===== config.mk =====
export PLATFORM = sky130hd
export DESIGN_NAME = fetch_stage
export DESIGN_NICKNAME = d
export VERILOG_FILES = /design/src/rtl/fetch_stage.sv
export SDC_FILE = /design/constraint.sdc
export NUM_CORES = 1
export LEC_CHECK = 0
export BUFFER_PORTS_ARGS = -buffer_cell sky130_fd_sc_hd__clkbuf_2
export CORE_MARGIN = 1
export CORE_UTILIZATION = 40
export DETAILED_ROUTE_END_ITERATION = 6
export PLACE_DENSITY = 0.71
export SYNTH_ARGS = -nofsm -noshare
export SYNTH_HDL_FRONTEND = slang
export SYNTH_SLANG_ARGS = --single-unit
export TNS_END_PERCENT = 1

===== constraint.sdc =====
create_clock -name clock -period 3.35 [get_ports clock]
set_clock_uncertainty 0.15 [all_clocks]
set_input_delay 0.67 -clock clock [delete_from_list [all_inputs] [get_ports clock]]
set_output_delay 0.67 -clock clock [all_outputs]
set_load 0.01 [all_outputs]

===== src/rtl/fetch_stage.sv =====
// Instruction-fetch stage: owns the PC, addresses the synchronous imem and registers the IF/ID latch.
// Optional build macro FETCH_PERF_EN adds saturating fetched/bubble performance counters.
module fetch_stage #(
    parameter int                ADDR_W   = 12,
    parameter logic [ADDR_W-1:0] RESET_PC = '0,
    parameter logic [31:0]       NOP      = 32'h0000_0000
) (
    input  logic              clock,
    input  logic              reset_n,
    output logic [ADDR_W-1:0] imem_addr,
    input  logic [31:0]       imem_q,
    input  logic              stall,
    input  logic              redirect,
    input  logic [ADDR_W-1:0] redirect_target,
    output logic [31:0]       ifid_instr,
    output logic [ADDR_W-1:0] ifid_pc,
    output logic [ADDR_W-1:0] ifid_pc_plus1,
    output logic              ifid_valid,
    output logic [ADDR_W-1:0] pc
`ifdef FETCH_PERF_EN
    ,
    output logic [31:0]       perf_fetched,
    output logic [31:0]       perf_bubbles
`endif
);

    logic              primed;
    logic [ADDR_W-1:0] pc_plus1;
    logic [ADDR_W-1:0] pc_next;

    // Natural ADDR_W-bit wrap from the all-ones address back to zero.
    assign pc_plus1 = pc + ADDR_W'(1);

    always_comb begin
        // NOTE: assign a default before the priority chain so no path leaves pc_next unassigned (no latch).
        pc_next = pc_plus1;
        if (!primed) begin
            pc_next = pc;
        end else if (redirect) begin
            pc_next = redirect_target;
        end else if (stall) begin
            pc_next = pc;
        end
    end

    assign imem_addr = pc_next;

    // NOTE: sequential state uses non-blocking assignments so every flop samples pre-edge values.
    always_ff @(posedge clock or negedge reset_n) begin
        if (!reset_n) begin
            pc            <= RESET_PC;
            primed        <= 1'b0;
            ifid_instr    <= NOP;
            ifid_pc       <= '0;
            ifid_pc_plus1 <= '0;
            ifid_valid    <= 1'b0;
        end else begin
            pc <= pc_next;
            if (!primed) begin
                // imem_q is stale until the ROM has seen pc once; inject a bubble.
                primed     <= 1'b1;
                ifid_instr <= NOP;
                ifid_valid <= 1'b0;
            end else if (redirect) begin
                ifid_instr    <= NOP;
                ifid_valid    <= 1'b0;
                ifid_pc       <= pc;
                ifid_pc_plus1 <= pc_plus1;
            end else if (!stall) begin
                ifid_instr    <= imem_q;
                ifid_valid    <= 1'b1;
                ifid_pc       <= pc;
                ifid_pc_plus1 <= pc_plus1;
            end
        end
    end

`ifdef FETCH_PERF_EN
    always_ff @(posedge clock or negedge reset_n) begin
        if (!reset_n) begin
            perf_fetched <= '0;
            perf_bubbles <= '0;
        end else if (primed) begin
            if (redirect || stall) begin
                if (perf_bubbles != '1) perf_bubbles <= perf_bubbles + 32'd1;
            end else begin
                if (perf_fetched != '1) perf_fetched <= perf_fetched + 32'd1;
            end
        end
    end
`endif

endmodule


Word-level counts from Yosys, hierarchy flattened:

Index checks and enable logic that the tools add are counted.

* reductions and logical operators: 1
* multiplexer cells: 13
* equality and inequality tests: 2
* $add $sub $neg: 1

Operator list (count)
* $mux 32: 3
* $mux 12: 7
* $add 12x1->12 const B: 1
* $mux 1: 3
* $ne 3x3->1 const B: 1
* $ne 2x1->1 const B: 1
* $reduce_and 2->1: 1

* bits in registers: 70
* input bits: 48
* logic and storage cells: 23

Depth between registers and ports, before layout:

Gate-level depths: netlist of run 1.

* word-level depth: 4
* depth in mapped cells: 6
* depth with buffers taken out: 5

Worst setup path before layout of run 1:

OpenSTA, ideal clock, no wires.

* path kind: input to output
* start: input port stall
* end: output port imem_addr[8]
* data arrival time: 1815 ps
* setup slack: 715 ps
* cell stages on the path: 6
* data required time: 2530 ps
* path through: buf_2 > nor2_2 > and2_1 > buf_4 > buf_4 > a311oi_1

* longest elaborated chain between the ends: 3

Ends and longest elaborated chain
* start, declared: line 12 `input logic stall,`
* $mux 12: line 41 `end else if (stall) begin`
* $mux 12: line 39 `end else if (redirect) begin`
* $mux 12: line 37 `if (!primed) begin`
* end, declared: line 10 `output logic [ADDR_W-1:0] imem_addr,`

Every way passes these cells.

Final worst setup path of run 1:

* start: register pc[0]
* end: output port imem_addr[10]

* longest elaborated chain between the ends: 4

Ends and longest elaborated chain
* start, declared: line 19 `output logic [ADDR_W-1:0] pc`
* start signal, assigned: line 58 `pc <= pc_next;`
* $add 12x1->12: line 32 `assign pc_plus1 = pc + ADDR_W'(1);`
* $mux 12: line 41
* $mux 12: line 39
* $mux 12: line 37

Every way passes these cells.

==> results.txt, run 1 <==
----------------------------------------------------
[Outcome]
  Outcome ... finished, final reports clean

[Worst setup path]
  Destination of the worst register-to-register timing path ... pc[10]$_DFF_PN0_
  Worst EP required ... 2.53 ns
  Worst EP arrival ... 2.23 ns
  Worst r2r path cells ... 5
  Worst flop-to-flop path startpoint ... pc[0]$_DFF_PN0_
  Largest fanout of any net on the critical path ... 7
  Startpoint-to-endpoint class of the critical path ... flip-flop to output port
  Endpoint kind of the worst setup timing path ... output port
  Kind of launch point of the worst setup path ... flip-flop
  Register-to-register setup slack ... 1.40 ns

[Floorplan]
  Boundary Pins ... 129
  Die Area ... 7807 um^2
  Starting density of the core ... 41.35%
  Y dimension of the die ... 88.36 um
  Core box area ... 7214 um^2
  # rows ... 31
  Die X ... 88.36 um

[GRT]
  Maximum number of pins on one net before global-route repair ... 44
  Number of antenna violations at the first check in global routing ... 0
  Wire length of the first global-routing pass ... 11.20 mm
  Total track usage ... 19.11%
  Vias in the first global route ... 2251
  Leftover overflow at the end of global routing ... 0

[Timing]
  Setup Total Neg Slack ... 0 ns
  Final-report hold violation count ... 0
  Tightest slew margin relative to the limit ... 55.96%
  Tcrit/Tclk final ... 91.06%
  PnR worst setup slack ... 0.2996 ns
  RSZ-0062 raised after global routing ... false
  Setup violators final ... 0
  Fin Hold WS ... 0.2024 ns
  Final Max Tran Viols ... 0
  Fmax achieved ... 0.3278 GHz
  Measured slew at the worst slew-check pin ... 0.6606 ns
  Final critical path time including I/O delays and setup ... 3.050 ns

[Clocking]
  Number of resized instances in the post-cts repair step ... 0
  Count of buffers added by post-CTS timing repair for setup ... 0
  Clock tree from TritonCTS ... done
  Number of H-tree levels ... 3
  Worst-Skew Late Latency ... 0.33 ns
  Number of buffers inserted during clock tree synthesis ... 9
  Number of clock sinks ... 70
  Clock tree buffer depth ... 2
  Clock slew at the register clock pins of the worst setup and hold paths ... 0.08 ns
  Hold Buf Count CTS ... 0
  Clock root buffer ... sky130_fd_sc_hd__clkbuf_8

[Power and ir drop]
  Worst voltage drop across the vdd grid ... 0.2833 mV
  Overall power consumption ... 0.002160 W
  Power Dens Cells ... 551.6 nW/um^2
  Static leakage power ... 1.989 nW

[Synth]
  Leading post-synthesis cells by cell area ... sky130_fd_sc_hd__dfrtp_1 (59%), sky130_fd_sc_hd__a22o_1 (10%), sky130_fd_sc_hd__nand2_1 (2.8%), sky130_fd_sc_hd__mux2_2 (2.6%), sky130_fd_sc_hd__xnor2_1 (2.3%)
  Syn_area_per_cell ... 11.84 um^2
  Syn nets ... 301
  Number of flops mapped to enable cells by yosys ... 0
  Proportion of synthesized chip area in sequential cells ... 58.72%
  Synthesized flop and latch total ... 70
  Top cell type's share of synthesized area ... 58.72%
  Synth warnings ... 0
  Ys flop type ... sky130_fd_sc_hd__dfrtp_1
  Area leader, netlist ... sky130_fd_sc_hd__dfrtp_1
  Async SR Flop Fraction ... 100.0%
  Number of cells produced by synthesis ... 252
  Area of the mapped netlist ... 2983 um^2
  Post-synth cell types ... 45

[Routing]
  DRC ... 0
  Via density per instance ... 5.152
  Via count ... 2478
  Wire length on met3 ... 467 um
  Topmost layer with routed signal wires ... met4
  DRT Wirelength ... 7.270 mm
  Number of DRC markers in iteration 0 ... 221
  Wire length per cell ... 15.11 um
  Routed length on met2 ... 3.413 mm
  Met1 WL ... 3.161 mm
  Router iterations before antenna repair ... 4
  Remaining antenna violation count after routing ... 0

[Placement]
  Dpl ws ... 0.6630 ns
  Final weighted congestion of routability-driven global placement ... 0.9070
  Detailed-placement wirelength estimate ... 5.403 mm
  Placement-stage cell area ... 3702 um^2
  Count of buffers from port buffering ... 128

[Cells and area]
  Count of fill cells added during filler insertion ... 652
  Layout area overhead ... 31.29%
  Fraction of layout instances using a drive strength above 1 ... 43.19%
  Number of antenna cells inserted ... 0
  Top library cells by usage in the layout, fill and taps aside ... sky130_fd_sc_hd__clkbuf_2 (127), sky130_fd_sc_hd__dfrtp_1 (70), sky130_fd_sc_hd__a22o_1 (35)
  Number of nets in the final layout ... 426
  Reg area ... 1752 um^2
  Total non-filler cell area in the finished layout ... 3916 um^2
  Leading cell type in the layout, fill and taps excluded ... sky130_fd_sc_hd__clkbuf_2
  Multi-input logic area ... 1106 um^2

[Run]
  Max-cap violation count ... 0

[Worst hold path]
  Hold WC Path Type ... input port to asynchronous set/reset pin

----------------------------------------------------
==> cell usage after synthesis, types with 2 or more instances <==
| library cell | n |
|---|---|
| sky130_fd_sc_hd__dfrtp_1 | 70 |
| sky130_fd_sc_hd__a22o_1 | 35 |
| sky130_fd_sc_hd__nand2_1 | 22 |
| sky130_fd_sc_hd__o21ai_0 | 13 |
| sky130_fd_sc_hd__buf_2 | 10 |
| sky130_fd_sc_hd__a21oi_1 | 9 |
| sky130_fd_sc_hd__nor2_1 | 8 |
| sky130_fd_sc_hd__xnor2_1 | 8 |
| sky130_fd_sc_hd__inv_1 | 7 |
| sky130_fd_sc_hd__mux2_2 | 7 |
| sky130_fd_sc_hd__o21ai_1 | 7 |
| sky130_fd_sc_hd__clkbuf_1 | 6 |
| sky130_fd_sc_hd__nand3_1 | 4 |
| sky130_fd_sc_hd__buf_4 | 3 |
| sky130_fd_sc_hd__a211oi_1 | 2 |
| sky130_fd_sc_hd__a21o_1 | 2 |
| sky130_fd_sc_hd__a22oi_1 | 2 |
| sky130_fd_sc_hd__a311oi_1 | 2 |
| sky130_fd_sc_hd__and2_1 | 2 |
| sky130_fd_sc_hd__and3_1 | 2 |
| sky130_fd_sc_hd__mux2_1 | 2 |
| sky130_fd_sc_hd__nor2_2 | 2 |
| sky130_fd_sc_hd__nor2b_1 | 2 |
| sky130_fd_sc_hd__o22ai_1 | 2 |
| sky130_fd_sc_hd__or3_1 | 2 |
| sky130_fd_sc_hd__xor2_1 | 2 |
==> registers in the layout, summed over array words and instances (netlist names) <==
register       cells
ifid_pc_plus1     12
primed             1
pc                12
ifid_valid         1
ifid_instr        32
ifid_pc           12
==> how the worst max path moves through the flow <==
stage                         start            end  slack, ns  cells after the start
floorplan                     stall   imem_addr[8]       0.71                      6
global placement           redirect   imem_addr[9]       0.70                      6
detailed placement         redirect   imem_addr[9]       0.66                      6
CTS                 pc[0]$_DFF_PN0_  imem_addr[10]       0.30                      6
global route        pc[0]$_DFF_PN0_  imem_addr[10]       0.16                      6
finish              pc[0]$_DFF_PN0_  imem_addr[10]       0.30                      6
==> worst max-delay path, cell delays in order (launching register included) <==
cell and delay (ns):
sky130_fd_sc_hd__dfrtp_1 0.51, sky130_fd_sc_hd__ha_1 0.33, sky130_fd_sc_hd__nand2_1 0.15, sky130_fd_sc_hd__o41ai_2 0.33, sky130_fd_sc_hd__a21oi_1 0.12, sky130_fd_sc_hd__a311oi_2 0.25, sky130_fd_sc_hd__clkbuf_2 0.20
==> kinds of logic (layout without fill, tap and decap cells) <==
family          after synthesis  count (layout)  synth area share, %
flops                        70              70                58.72
other cells                   1               1               0.1257
mux                           9               9                3.398
simple gates                 51              51                9.396
xor+xnor                     10              10                2.936
compound gates               83              83                20.80
fa+ha+maj                     1               1               0.4194
buf+inv                      27             157                4.195
==> metal layers <==
layer,vias up,GRT usage (%)
li1,1165,-
met1,1206,26.58
met2,89,27.20
met3,18,5.877
met4,0,9.091
met5,-,0
==> power by group <==
group          leakage (nW)  switching [W]  total, W  internal [W]
Combinational         0.997       0.000230  0.000413      0.000183
Clock                 0.106       0.000305  0.000723      0.000418
Sequential            0.887      0.0000885   0.00102      0.000936
==> metrics by stage <==
step / utilization [%] / std cells
floorplan: - / 252
global placement: 51.32 / 465
detailed placement: 51.32 / 465
CTS: 54.28 / 481
global route: 54.28 / 481
finish: 54.28 / 481
==> final cells by class <==
| type | count | share of cell area, % |
|---|---|---|
| Sequential cell | 70 | 44.73 |
| Multi-Input combinational cell | 155 | 28.24 |
| Timing Repair Buffer | 133 | 17.64 |
| Clock buffer | 10 | 3.259 |
| Tap cell | 99 | 3.163 |
| Clock inverter | 6 | 2.204 |
| Inverter | 8 | 0.7668 |
No activity file was read; power rests on OpenSTA's default activity.
==> inputs of run 2 (changes only) <==
--- a/config.mk
+++ b/config.mk
@@ -6,10 +6,12 @@
 export NUM_CORES = 1
 export LEC_CHECK = 0
 export BUFFER_PORTS_ARGS = -buffer_cell sky130_fd_sc_hd__clkbuf_2
+export CELL_PAD_IN_SITES_DETAIL_PLACEMENT = 0
+export CELL_PAD_IN_SITES_GLOBAL_PLACEMENT = 1
 export CORE_MARGIN = 1
-export CORE_UTILIZATION = 40
+export CORE_UTILIZATION = 38
 export DETAILED_ROUTE_END_ITERATION = 6
-export PLACE_DENSITY = 0.71
+export PLACE_DENSITY = 0.86
 export SYNTH_ARGS = -nofsm -noshare
 export SYNTH_HDL_FRONTEND = slang
 export SYNTH_SLANG_ARGS = --single-unit
==> results.txt, run 2 (synthesis gave the netlist of run 1 again) <==
----------------------------------------------------
[Routing]
  Number of DRC markers in iteration 0 ... 189 (-14%)
  Wire length per cell ... 16.25 um (+7.5%)
  Remaining antenna violation count after routing ... 0 (unchanged)
  Via count ... 2461 (-0.69%)
  DRT Wirelength ... 7.815 mm (+7.5%)
  Via density per instance ... 5.116 (-0.69%)
  Router iterations before antenna repair ... 4 (unchanged)
  DRC ... 0 (unchanged)

[Timing]
  Setup violators final ... 0 (unchanged)
  PnR worst setup slack ... 0.2980 ns (-0.001636 ns)
  Tightest slew margin relative to the limit ... 59.29% (+3.3 points)
  Measured slew at the worst slew-check pin ... 0.6106 ns (-0.04997 ns)
  Tcrit/Tclk final ... 91.11% (about the same)
  Final Max Tran Viols ... 0 (unchanged)
  Fmax achieved ... 0.3277 GHz (about the same)
  Final-report hold violation count ... 0 (unchanged)
  Setup Total Neg Slack ... 0 ns (unchanged)
  Fin Hold WS ... 0.1881 ns (-0.01428 ns)
  Final critical path time including I/O delays and setup ... 3.052 ns (+0.001636 ns)
  RSZ-0062 raised after global routing ... false

[Clocking]
  Number of resized instances in the post-cts repair step ... 0 (unchanged)
  Number of buffers inserted during clock tree synthesis ... 9 (unchanged)
  Number of clock sinks ... 70 (unchanged)
  Number of H-tree levels ... 3 (unchanged)
  Clock tree buffer depth ... 2 (unchanged)
  Worst-Skew Late Latency ... 0.34 ns (about the same)
  Count of buffers added by post-CTS timing repair for setup ... 0 (unchanged)
  Clock tree from TritonCTS ... done
  Hold Buf Count CTS ... 0 (unchanged)
  Clock root buffer ... sky130_fd_sc_hd__clkbuf_8
  Clock slew at the register clock pins of the worst setup and hold paths ... 0.08 ns (about the same)

[Cells and area]
  Number of antenna cells inserted ... 0 (unchanged)
  Top library cells by usage in the layout, fill and taps aside ... sky130_fd_sc_hd__clkbuf_2 (127), sky130_fd_sc_hd__dfrtp_1 (70), sky130_fd_sc_hd__a22o_1 (35)
  Layout area overhead ... 30.75%
  Max reg flops ... 32 (unchanged)
  Fraction of layout instances using a drive strength above 1 ... 43.46% (+0.26 points)
  Number of nets in the final layout ... 426 (unchanged)
  Leading cell type in the layout, fill and taps excluded ... sky130_fd_sc_hd__clkbuf_2
  Biggest register ... ifid_instr
  Count of fill cells added during filler insertion ... 683 (+4.8%)

[Placement]
  Count of buffers from port buffering ... 128 (unchanged)
  Final weighted congestion of routability-driven global placement ... 0.8632 (-4.8%)
  Detailed-placement wirelength estimate ... 5.595 mm (+3.6%)
  Dpl ws ... 0.6178 ns (-0.04517 ns)

[GRT]
  Number of antenna violations at the first check in global routing ... 0 (unchanged)
  Wire length of the first global-routing pass ... 12.75 mm (+14%)
  Maximum number of pins on one net before global-route repair ... 71 (+61%)
  Total track usage ... 19.91% (+0.79 points)
  Vias in the first global route ... 2437 (+8.3%)
  Leftover overflow at the end of global routing ... 0 (unchanged)

[Run]
  Max-cap violation count ... 0 (unchanged)

[Power and ir drop]
  Power Dens Cells ... 545.5 nW/um^2 (-1.1%)
  Combinational group share of total power ... 19.5% (+0.4 points)
  Share of power burned in registers ... 48.4% (+1.0 points)
  Static leakage power ... 1.983 nW (-0.33%)
  Worst voltage drop across the vdd grid ... 0.2601 mV (-8.2%)
  Switching power as a share of total power ... 31.11% (+2.3 points)
  Part of the total power dissipated in the clock network ... 32.1% (-1.4 points)
  Internal power ... 0.001466 W (-4.7%)
  Sw power ... 0.0006618 W (+6.3%)

[Worst setup path]
  CP startpoint ... pc[0]$_DFF_PN0_
  Kind of launch point of the worst setup path ... flip-flop
  Largest fanout of any net on the critical path ... 7 (unchanged)
  Worst EP required ... 2.53 ns (about the same)
  Destination of the worst register-to-register timing path ... pc[8]$_DFF_PN0_
  Register-to-register setup slack ... 1.37 ns (-0.03 ns)
  Worst r2r path cells ... 5 (unchanged)
  End point of the critical path ... imem_addr[10]
  Endpoint kind of the worst setup timing path ... output port
  Worst flop-to-flop path startpoint ... pc[0]$_DFF_PN0_
  Startpoint-to-endpoint class of the critical path ... flip-flop to output port
  Worst EP arrival ... 2.23 ns (about the same)

[Floorplan]
  Die Area ... 8208 um^2 (+5.1%)
  Starting density of the core ... 40.26% (-1.1 points)
  Die X ... 90.60 um (+2.5%)
  Boundary Pins ... 129 (unchanged)
  Y dimension of the die ... 90.60 um (+2.5%)
  # rows ... 31 (unchanged)
  Core box area ... 7408 um^2 (+2.7%)

[Worst hold path]
  Hold WC Path Type ... input port to asynchronous set/reset pin

[Outcome]
  Outcome ... finished, final reports clean

----------------------------------------------------
==> run 2: stage by stage <==
stage	util, %	cells	power, W	area (um^2)
3_3_place_gp	49.97	465	0.001454	3702
3_5_place_dp	49.97	465	0.001464	3702
5_1_grt	52.64	481	0.002234	3900
6_report	52.64	481	0.002127	3900
4_1_cts	52.64	481	0.002146	3900
2_1_floorplan	-	252	0.001249	2983
==> run 2: metal layers <==
layer,GRT usage [%],share of wire (%),wire length [um],vias to the layer above
met5,0,0,0,-
met4,9.946,2.7,214,0
met3,4.293,5.1,395,17
met2,29.48,47,3702,87
met1,27.50,45,3503,1193
li1,-,-,-,1164
==> run 2: layout make-up <==
type | count | area, um^2 | area share (%)
inverters | 8 | 30.03 | 0.7700
well taps | 99 | 123.9 | 3.176
clock buffers | 9 | 123.9 | 3.176
multi-input cells | 155 | 1106 | 28.36
flip-flops and latches | 70 | 1752 | 44.91
clock inverters | 7 | 73.82 | 1.893
repair buffers | 133 | 690.7 | 17.71
==> run 2: power groups by stage <==
| stage | clock [W] | combinational [W] | sequential, W |
|---|---|---|---|
| 4_1_cts | 0.000697 | 0.000421 | 0.00103 |
| 3_5_place_dp | 0 | 0.000419 | 0.00104 |
| 2_1_floorplan | 0 | 0.000189 | 0.00106 |
| 3_3_place_gp | 0 | 0.000415 | 0.00104 |
| 6_report | 0.000683 | 0.000415 | 0.00103 |
| 5_1_grt | 0.000731 | 0.000459 | 0.00104 |
==> run 2: worst min path at each step <==
stage	startpoint	depth (start not counted)	slack [ns]	to
after floorplan	reset_n	0	0.22	ifid_instr[0]$_DFFE_PN0P_
after global placement	ifid_valid$_DFFE_PN0P_	1	0.31	ifid_valid$_DFFE_PN0P_
final	reset_n	2	0.19	pc[3]$_DFF_PN0_
after CTS	reset_n	2	0.20	ifid_instr[0]$_DFFE_PN0P_
after detailed placement	ifid_valid$_DFFE_PN0P_	1	0.32	ifid_valid$_DFFE_PN0P_
after global routing	reset_n	2	0.21	ifid_instr[17]$_DFFE_PN0P_
==> run 2: critical path, cell delays in order (launching register included) <==
cell and delay [ns]:
sky130_fd_sc_hd__dfrtp_1 0.51, sky130_fd_sc_hd__ha_1 0.32, sky130_fd_sc_hd__nand2_1 0.14, sky130_fd_sc_hd__o41ai_2 0.34, sky130_fd_sc_hd__a21oi_1 0.12, sky130_fd_sc_hd__a311oi_2 0.26, sky130_fd_sc_hd__clkbuf_2 0.21
